--- src/rtl/hazard_pkg.sv ---
// Shared definitions for the hazard controller: forwarding-select encodings,
// instruction classes, opcode/funct values and the scoreboard entry with its helpers.
package hazard_pkg;

    localparam int REG_W = 5;

    typedef logic [2:0] fwd_sel_t;
    localparam fwd_sel_t FWD_NONE    = 3'd0;
    localparam fwd_sel_t FWD_MEM_ALU = 3'd1;
    localparam fwd_sel_t FWD_MEM_PC8 = 3'd2;
    localparam fwd_sel_t FWD_WB_WD   = 3'd3;
    localparam fwd_sel_t FWD_EX_PC8  = 3'd4;

    typedef enum logic [1:0] {
        CLS_NONE = 2'd0,
        CLS_ALU  = 2'd1,
        CLS_LOAD = 2'd2,
        CLS_JAL  = 2'd3
    } iclass_e;

    localparam logic [5:0] OP_RTYPE  = 6'h00;
    localparam logic [5:0] OP_REGIMM = 6'h01;
    localparam logic [5:0] OP_JAL    = 6'h03;
    localparam logic [5:0] OP_BEQ    = 6'h04;
    localparam logic [5:0] OP_BGTZ   = 6'h07;
    localparam logic [5:0] OP_ADDIU  = 6'h09;
    localparam logic [5:0] OP_ORI    = 6'h0d;
    localparam logic [5:0] OP_LUI    = 6'h0f;
    localparam logic [5:0] OP_LW     = 6'h23;
    localparam logic [5:0] OP_SW     = 6'h2b;

    localparam logic [5:0] FN_JR     = 6'h08;
    localparam logic [5:0] FN_ADDU   = 6'h21;
    localparam logic [5:0] FN_SUBU   = 6'h23;
    localparam logic [5:0] FN_AND    = 6'h24;
    localparam logic [5:0] FN_OR     = 6'h25;
    localparam logic [5:0] FN_SLT    = 6'h2a;

    // A source that is never read gets the largest Tuse, which no Tnew can exceed.
    localparam logic [1:0] TUSE_NONE = 2'd3;

    typedef struct packed {
        logic             valid;
        logic [REG_W-1:0] wa;
        iclass_e          cls;
        logic [1:0]       tnew;
    } sb_entry_t;

    function automatic logic sb_hit(input sb_entry_t e, input logic [REG_W-1:0] src);
        return e.valid && (e.cls != CLS_NONE) && (e.wa != '0) && (e.wa == src);
    endfunction

    function automatic sb_entry_t sb_age(input sb_entry_t e);
        sb_entry_t a;
        a      = e;
        a.tnew = (e.tnew == 2'd0) ? 2'd0 : e.tnew - 2'd1;
        return a;
    endfunction

    function automatic logic sb_stall(input logic [REG_W-1:0] src, input logic [1:0] tuse,
                                      input sb_entry_t e, input sb_entry_t m);
        return (sb_hit(e, src) && (e.tnew > tuse)) || (sb_hit(m, src) && (m.tnew > tuse));
    endfunction

    // M/W forwarding shared by ID and EX consumers; the younger M match decides even
    // when its value is not ready yet (the stall logic holds the consumer back).
    function automatic fwd_sel_t sb_mem_wb_sel(input logic [REG_W-1:0] src,
                                               input sb_entry_t m, input sb_entry_t w);
        fwd_sel_t sel;
        sel = FWD_NONE;
        if (sb_hit(m, src)) begin
            if (m.tnew == 2'd0 && m.cls == CLS_ALU)      sel = FWD_MEM_ALU;
            else if (m.tnew == 2'd0 && m.cls == CLS_JAL) sel = FWD_MEM_PC8;
        end else if (sb_hit(w, src) && w.tnew == 2'd0) begin
            sel = FWD_WB_WD;
        end
        return sel;
    endfunction

endpackage

--- src/rtl/hazard_decode.sv ---
// Combinational ID-stage decoder: extracts rs/rt, the destination register,
// instruction class, per-operand Tuse and the Tnew the result will have at ID.
module hazard_decode
    import hazard_pkg::*;
(
    input  logic [31:0]      i_instr,
    output logic [REG_W-1:0] o_rs,
    output logic [REG_W-1:0] o_rt,
    output logic [REG_W-1:0] o_wa,
    output iclass_e          o_cls,
    output logic [1:0]       o_tuse_rs,
    output logic [1:0]       o_tuse_rt,
    output logic [1:0]       o_tnew,
    output logic             o_store
);

    logic [5:0]       w_op;
    logic [5:0]       w_funct;
    logic [REG_W-1:0] w_rd;
    logic             w_unused_shamt;

    assign w_op           = i_instr[31:26];
    assign w_funct        = i_instr[5:0];
    assign w_rd           = i_instr[15:11];
    assign o_rs           = i_instr[25:21];
    assign o_rt           = i_instr[20:16];
    assign w_unused_shamt = ^i_instr[10:6];

    // NOTE: every output gets a default first, so no decode path can infer a latch.
    always_comb begin
        o_wa      = '0;
        o_cls     = CLS_NONE;
        o_tuse_rs = TUSE_NONE;
        o_tuse_rt = TUSE_NONE;
        o_store   = 1'b0;
        unique case (w_op)
            OP_RTYPE: begin
                unique case (w_funct)
                    FN_ADDU, FN_SUBU, FN_AND, FN_OR, FN_SLT: begin
                        o_cls     = CLS_ALU;
                        o_wa      = w_rd;
                        o_tuse_rs = 2'd1;
                        o_tuse_rt = 2'd1;
                    end
                    FN_JR:   o_tuse_rs = 2'd0;
                    default: ;
                endcase
            end
            OP_ORI, OP_ADDIU: begin
                o_cls     = CLS_ALU;
                o_wa      = o_rt;
                o_tuse_rs = 2'd1;
            end
            OP_LUI: begin
                o_cls = CLS_ALU;
                o_wa  = o_rt;
            end
            OP_LW: begin
                o_cls     = CLS_LOAD;
                o_wa      = o_rt;
                o_tuse_rs = 2'd1;
            end
            OP_SW: begin
                o_tuse_rs = 2'd1;
                o_tuse_rt = 2'd2;
                o_store   = 1'b1;
            end
            OP_BEQ: begin
                o_tuse_rs = 2'd0;
                o_tuse_rt = 2'd0;
            end
            OP_BGTZ, OP_REGIMM: o_tuse_rs = 2'd0;
            OP_JAL: begin
                o_cls = CLS_JAL;
                o_wa  = 5'd31;
            end
            default: ;
        endcase
    end

    always_comb begin
        unique case (o_cls)
            CLS_ALU:  o_tnew = 2'd2;
            CLS_LOAD: o_tnew = 2'd3;
            CLS_JAL:  o_tnew = 2'd1;
            default:  o_tnew = 2'd0;
        endcase
    end

endmodule

--- src/rtl/hazard_ctrl.sv ---
// Pipeline hazard controller: EX/MEM/WB writer scoreboard, stall and forward selects.
// Optional stall-cycle counter port `stall_cnt` when HAZARD_PERF_CNT_EN is defined.
module hazard_ctrl
    import hazard_pkg::*;
#(
    parameter int NREG = 32
) (
    input  logic        clk,
    input  logic        reset,
    input  logic [31:0] Instr_ID,
    output logic        Stall,
    output logic [2:0]  CMPAfor,
    output logic [2:0]  CMPBfor,
    output logic [2:0]  Rafor,
    output logic [2:0]  ALUAfor,
    output logic [2:0]  ALUBfor,
    output logic [2:0]  RD2for,
    output logic [2:0]  DM_WDfor
`ifdef HAZARD_PERF_CNT_EN
    ,
    output logic [31:0] stall_cnt
`endif
);

    localparam int RA_W = $clog2(NREG);

    logic [RA_W-1:0] w_rs;
    logic [RA_W-1:0] w_rt;
    logic [RA_W-1:0] w_wa;
    iclass_e         w_cls;
    logic [1:0]      w_tuse_rs;
    logic [1:0]      w_tuse_rt;
    logic [1:0]      w_tnew;
    logic            w_store;
    sb_entry_t       w_id_entry;

    sb_entry_t       r_e;
    sb_entry_t       r_m;
    sb_entry_t       r_w;
    logic [RA_W-1:0] r_e_ra1;
    logic [RA_W-1:0] r_e_ra2;
    logic            r_e_store;
    logic [RA_W-1:0] r_m_rt;
    logic            r_m_store;

    hazard_decode u_decode (
        .i_instr   (Instr_ID),
        .o_rs      (w_rs),
        .o_rt      (w_rt),
        .o_wa      (w_wa),
        .o_cls     (w_cls),
        .o_tuse_rs (w_tuse_rs),
        .o_tuse_rt (w_tuse_rt),
        .o_tnew    (w_tnew),
        .o_store   (w_store)
    );

    always_comb begin
        w_id_entry       = '0;
        w_id_entry.valid = (w_cls != CLS_NONE);
        w_id_entry.wa    = w_wa;
        w_id_entry.cls   = w_cls;
        w_id_entry.tnew  = w_tnew;
    end

    // NOTE: non-blocking assignments, so every stage shifts using its pre-edge neighbour.
    always_ff @(posedge clk) begin
        if (!reset) begin
            r_e       <= '0;
            r_m       <= '0;
            r_w       <= '0;
            r_e_ra1   <= '0;
            r_e_ra2   <= '0;
            r_e_store <= 1'b0;
            r_m_rt    <= '0;
            r_m_store <= 1'b0;
        end else begin
            r_e       <= Stall ? '0 : sb_age(w_id_entry);
            r_e_ra1   <= Stall ? '0 : w_rs;
            r_e_ra2   <= Stall ? '0 : w_rt;
            r_e_store <= Stall ? 1'b0 : w_store;
            r_m       <= sb_age(r_e);
            r_w       <= sb_age(r_m);
            r_m_rt    <= r_e_ra2;
            r_m_store <= r_e_store;
        end
    end

    assign Stall = sb_stall(w_rs, w_tuse_rs, r_e, r_m) | sb_stall(w_rt, w_tuse_rt, r_e, r_m);

    // In E only a JAL has its value (PC+8) ready; any other E match blocks older stages.
    function automatic fwd_sel_t id_sel(input logic [RA_W-1:0] src);
        fwd_sel_t sel;
        if (sb_hit(r_e, src)) begin
            sel = (r_e.tnew == 2'd0 && r_e.cls == CLS_JAL) ? FWD_EX_PC8 : FWD_NONE;
        end else begin
            sel = sb_mem_wb_sel(src, r_m, r_w);
        end
        return sel;
    endfunction

    assign CMPAfor  = id_sel(w_rs);
    assign Rafor    = id_sel(w_rs);
    assign CMPBfor  = id_sel(w_rt);
    assign ALUAfor  = sb_mem_wb_sel(r_e_ra1, r_m, r_w);
    assign ALUBfor  = sb_mem_wb_sel(r_e_ra2, r_m, r_w);
    assign RD2for   = sb_mem_wb_sel(r_e_ra2, r_m, r_w);
    assign DM_WDfor = (r_m_store && sb_hit(r_w, r_m_rt)) ? FWD_WB_WD : FWD_NONE;

`ifdef HAZARD_PERF_CNT_EN
    logic [31:0] r_stall_cnt;

    always_ff @(posedge clk) begin
        if (!reset) begin
            r_stall_cnt <= '0;
        end else if (Stall) begin
            r_stall_cnt <= r_stall_cnt + 32'd1;
        end
    end

    assign stall_cnt = r_stall_cnt;
`endif

endmodule

--- config.mk ---
export PLATFORM = sky130hd
export DESIGN_NAME = hazard_ctrl
export DESIGN_NICKNAME = d
export VERILOG_FILES = /design/src/rtl/hazard_pkg.sv /design/src/rtl/hazard_decode.sv /design/src/rtl/hazard_ctrl.sv
export SDC_FILE = /design/constraint.sdc
export NUM_CORES = 1
export LEC_CHECK = 0
export CAP_MARGIN = 20
export CORE_ASPECT_RATIO = 0.7
export CORE_MARGIN = 2
export CORE_UTILIZATION = 35
export DETAILED_ROUTE_END_ITERATION = 8
export GPL_TIMING_DRIVEN = 0
export MAX_ROUTING_LAYER = met4
export PLACE_DENSITY = 0.6
export SYNTH_ARGS = -nofsm -noshare
export SYNTH_HDL_FRONTEND = slang
export SYNTH_HIERARCHICAL = 1
export SYNTH_SLANG_ARGS = --single-unit
--- constraint.sdc ---
create_clock -name clk -period 3.66 [get_ports clk]
set_input_delay 0.732 -clock clk [delete_from_list [all_inputs] [get_ports clk]]
set_output_delay 0.732 -clock clk [all_outputs]
set_load 0.05 [all_outputs]
Word level (Yosys, flattened, before mapping). Index checks and enable logic that the tools add are counted.

Bits in registers: 47. Bits in latches: 0. Bits in writable memories: 0. Bits in read-only memories: 0. Input port bits: 34. Output and inout port bits: 22. Word-level logic and storage cells: 134. Memories kept: 0.

$add $sub $neg: 3. Multiply operators: 0. Div/mod/pow operators: 0. Magnitude comparators: 4. Equal/unequal tests: 32. Shifts and indexed selects: 0. Muxes and demuxes: 24. Bitwise logic cells: 2. Reductions and logical operators: 52.

Operator list (number): $eq 5x5->1 (11); $eq 6x6->1 const B (7); $logic_and 1x1->1 (29); $eq 6x4->1 const B (4); $mux 2 (10); $pmux 2 s3 (3); $mux 3 (5); $pmux 5 s3 (1); $reduce_bool 5->1 (3); $eq 6x3->1 const B (2); $reduce_or 3->1 (3); $eq 2x2->1 const B (4); $gt 2x2->1 (4); $logic_not 2->1 (4); $pmux 2 s4 (1); $reduce_bool 2->1 (4); $reduce_or 4->1 (2); $eq 6x1->1 const B (1); $eq 6x2->1 const B (1); $logic_not 6->1 (1); $reduce_or 2->1 (3); $sub 2x1->2 const B (3); $mux 5 (1); $reduce_or 5->1 (1); other kinds (6) (9).

Depth between registers and ports, before layout.
Word-level depth: 9. Mapped depth: 13.

By module. Netlist, hierarchy kept.

Modules (own cells, without submodules): hazard_ctrl (instances 1, cells each 294, area each 2596.2 um2, seq. area each 940.9 um2); hazard_decode (instances 1, cells each 71, area each 476.7 um2, seq. area each 0.0 um2).

Worst setup path before layout. No wires, ideal clock.

Path type: input-to-output. Start point: in Instr_ID[21]. End point: out Rafor[1]. Data arrival time: 2806 ps. Data required time: 2928 ps. Slack: 122 ps. Stages: 7. Path buffers: 2. Cell sequence: buf_4 xor2_1 nor4_1 and3b_1 nand4_1 a21oi_1 buf_4.

Longest elaborated chain between the ends: 6. Elaborated cells on any way between the ends: 10. Classes of those cells: eq/ne (3); mux (3); reduce/logical (4).

Ends and longest elaborated chain: start: declaration (RTL line hazard_ctrl.sv:10) `input logic [31:0] Instr_ID,`; $eq 5x5->1; $logic_and 1x1->1 (2 in series); $mux 2; $mux 3; $mux 3 (*); end: declaration (RTL line hazard_ctrl.sv:14) `output logic [2:0] Rafor,`.

Every way passes the cells marked *; elsewhere a longest branch is shown, timed or not.

Final worst setup path.
Start point: in Instr_ID[28]. End point: out Stall.

Longest elaborated chain between the ends: 7. Elaborated cells on any way between the ends: 23. Classes of those cells: order compare (4); eq/ne (7); mux (2); bitwise (1); reduce/logical (9).

Ends and longest elaborated chain: $eq 6x4->1, or another cell as far along (RTL line hazard_decode.sv:36) `unique case (w_op)`; $reduce_or 4->1 (no line) or $reduce_or 3->1 (tied branches); $pmux 2 s3 (*) (RTL line hazard_decode.sv:36); net w_tuse_rs[1] (RTL line hazard_ctrl.sv:31) `logic [1:0] w_tuse_rs;`; $gt 2x2->1 (RTL line hazard_pkg.sv:62) `return (sb_hit(e, src) && (e.tnew > tuse)) || (sb_hit(m, src) && (m.tnew > tuse));`; $logic_and 1x1->1 (RTL line hazard_pkg.sv:62); $logic_or 1x1->1 (*) (RTL line hazard_pkg.sv:62); $or 1x1->1 (*) (RTL line hazard_ctrl.sv:89) `assign Stall = sb_stall(w_rs, w_tuse_rs, r_e, r_m) | sb_stall(w_rt, w_tuse_rt, r_e, r_m);`; end: declaration (RTL line hazard_ctrl.sv:11) `output logic Stall,`.

Mark *: on every way through the listed nets, which the timed path passes. The rest lies on a longest branch.

==> results.sh <==
export IMPL_cts_tree="yes"
export IMPL_power_density_nw_per_um2=293.3
export IMPL_synth_async_sr_flop_share_pct=0
export IMPL_synth_ff_type="dfxtp_1"
export IMPL_cts_root_buf="clkbuf_16"
export IMPL_core_um2=8478
export IMPL_portBuffers=39
export IMPL_final_setup_skew_ns=0.007350
export IMPL_initial_core_util_pct=36.25
export IMPL_grt_pass1_vias=2431
export IMPL_rsz0062_at_grt="true"
export IMPL_finalNetCount=468
export IMPL_startpoint="Instr_ID[28]"
export IMPL_areaGrowthSynthToFinish_pct=28.38
export IMPL_grt_max_degree=15
export IMPL_violations="negative setup slack"
export IMPL_outcome="complete, but fails checks"
export IMPL_syn_area_um2=3073
export IMPL_syn_inst=365
export IMPL_synth_avg_cell_area_um2=8.419
export IMPL_drt_iter0_drc=98
export IMPL_cp_arrival_ns=2.99
export IMPL_cts_hold_buf=0
export IMPL_dp_final_hpwl_um=5728
export IMPL_grt_overflow_total=0
export IMPL_drive_above_1_share_pct=25.00
export IMPL_drc=0
export IMPL_drt_wirelength_per_cell_um=13.83
export IMPL_cp_start_kind="input pin"
export IMPL_track_usage_pct=17.39
export IMPL_chipWidth_um=116.0
export IMPL_numCtsBuffers=5
export IMPL_fmax_mhz=268.7
export IMPL_clkLatencyLatePin_ns=0.29
export IMPL_antenna_cells=0
export IMPL_fin_setup_tns_ns=-0.06106
export IMPL_finalHoldViolCount=0
export IMPL_ir_drop_mv=0.1634
export IMPL_ios=56
export IMPL_dr_pass1_iters=4
export IMPL_viasPerCell=4.640
export IMPL_setup_viol=1
export IMPL_cp_max_fo=3
export IMPL_hold_ws_ns=0.4249
export IMPL_tightestPinTransition_ns=0.5144
export IMPL_holdCritStartpoint="r_e[0]"
export IMPL_dp_worst_setup_slack_ns=-1.365
export IMPL_ys_seq_area_share_pct=30.62
export IMPL_ant_nets=0
export IMPL_drv_slew=0
export IMPL_vias=2524
export IMPL_place_gp_congestion=0.8542
export IMPL_p_total_w=0.001157
export IMPL_antenna_found_initial=0
export IMPL_rows=28
export IMPL_grt_pass1_wl_um=12410
export IMPL_finish_utilization_pct=46.53
export IMPL_die_h_um=82.40
export IMPL_end_kind="output port"
export IMPL_synth_seq_cells=47
export IMPL_setup_slack_ns=-0.06106
export IMPL_fin_crit_ns=3.721
export IMPL_timing_rr_start="r_m[5]"
export IMPL_slew_headroom_pct=65.65
export IMPL_cellLeakagePower_nw=1.749
export IMPL_critical_path_class="in -> out"
export IMPL_clock_tree_buffer_depth=2
export IMPL_synth_edf_count=0
export IMPL_worstPathRequired_ns=2.93
export IMPL_maxCapViolCount=0
export IMPL_clk_pin_slew_worst_paths_ns=0.06
export IMPL_ys_warnings_count=6
export IMPL_fin_crit_sh_pct=101.7
export IMPL_routed_wl_um=7522
export IMPL_dieArea_um2=9557
export IMPL_cts_sinks=47
export IMPL_hold_class="reg -> reg"
export IMPL_yosysUniqueCellTypes=51
export IMPL_h_tree_depth=2
cell families after synthesis:
kind of cell	share of synthesized area [%]
flops	30.62
other cells	0.1220
fa+ha+maj	4.479
buf+inv	10.10
xor+xnor	15.68
simple gates	30.17
compound gates	8.836
cells in the final DEF (no fill, tap or decap), drive strengths merged, types with 6 or more instances in the layout:
cell type and n:
buf 43, nor2b 8, xor2 30, o21ai 10
dlygate4sd2 8, and2 23, ha 11, clkdlybuf4s50 17
xnor2 25, nand2 29, inv 11, nand2b 6
nor2 32, clkbuf 22, dfxtp 47, a21oi 7
nand4 9, nand3 10, nor3 19
critical path: stages:
cell and delay (ns):
buf_2 0.10, or4_4 0.55, nor3_4 0.15, nand2_1 0.08, o221ai_2 0.18, inv_2 0.09
ha_4 0.27, nor2b_4 0.13, a2bb2oi_2 0.16, nand4b_1 0.17, nand4_4 0.20, buf_12 0.15
sequential cells by signal, indices dropped and copies added, names as in the netlist:
register,cells
r_e_ra2,5
r_m_store,1
r_m,10
r_e_store,1
r_m_rt,5
r_e,10
r_e_ra1,5
r_w,10
worst paths after layout:
check,cells after the start,slack (ns),to
setup / recovery,12,-0.06,Stall
hold / removal,1,0.42,r_m[0]
hold reg to reg,1,0.42,r_m[0]
setup reg to reg,9,1.46,r_e_store
final cells by class:
type / instances / area (um^2)
fill: 844 / 4533
multi-input combinational: 267 / 1954
sequential: 47 / 940.9
timing repair buffer: 49 / 447.9
buffer: 42 / 269.0
tap: 120 / 150.1
clock buffer: 6 / 128.9
inverter: 11 / 41.29
clock inverter: 2 / 12.51
stage by stage:
step                instances  cell area [um^2]
floorplan                 368              3084
global placement          527              3625
detailed placement        527              3625
CTS                       543              3936
global route              544              3945
finish                    544              3945
power by group:
group	total (W)	internal, W	switching (W)
Combinational	0.000176	0.0000843	0.0000919
Sequential	0.000536	0.000525	0.0000109
Clock	0.000445	0.000252	0.000193
Total	0.00116	0.000862	0.000296
repair_timing:
item                                    CTS  global route
pin swaps                                18            10
setup buffers                             8             2
endpoints found under the setup margin   12             7
gates resized for setup                  70            12
synthesized netlist by cell type, drive strengths merged, types with 2 or more instances:
cell / instances / area share [%]
dfxtp: 47 / 31
nor2: 32 / 5.5
xor2: 30 / 8.6
buf: 29 / 7.0
nand2: 29 / 3.5
xnor2: 25 / 7.1
and2: 23 / 4.7
nor3: 19 / 3.3
clkbuf: 14 / 1.7
ha: 11 / 4.5
inv: 11 / 1.3
nand3: 10 / 1.6
o21ai: 10 / 1.6
nand4: 9 / 2.3
nor2b: 8 / 1.6
a21oi: 7 / 1.1
nand2b: 6 / 1.2
a221o: 4 / 1.3
or4: 4 / 1.3
a2bb2oi: 3 / 0.86
and3: 3 / 0.61
nor3b: 3 / 0.73
or3: 3 / 0.61
and4: 2 / 0.57
nand3b: 2 / 0.49
nor4: 2 / 0.41
nor4b: 2 / 0.57
o211ai: 2 / 0.65
o221ai: 2 / 0.57
metal layers:
layer / part of all wire, % / GRT usage [%] / vias to the layer above
met4: 0.94 / 3.810 / 0
met3: 4.1 / 2.628 / 10
met1: 53 / 24.81 / 1144
met5: 0 / - / -
met2: 42 / 26.14 / 54
li1: - / - / 1316
(Power assumes the default switching activity.)
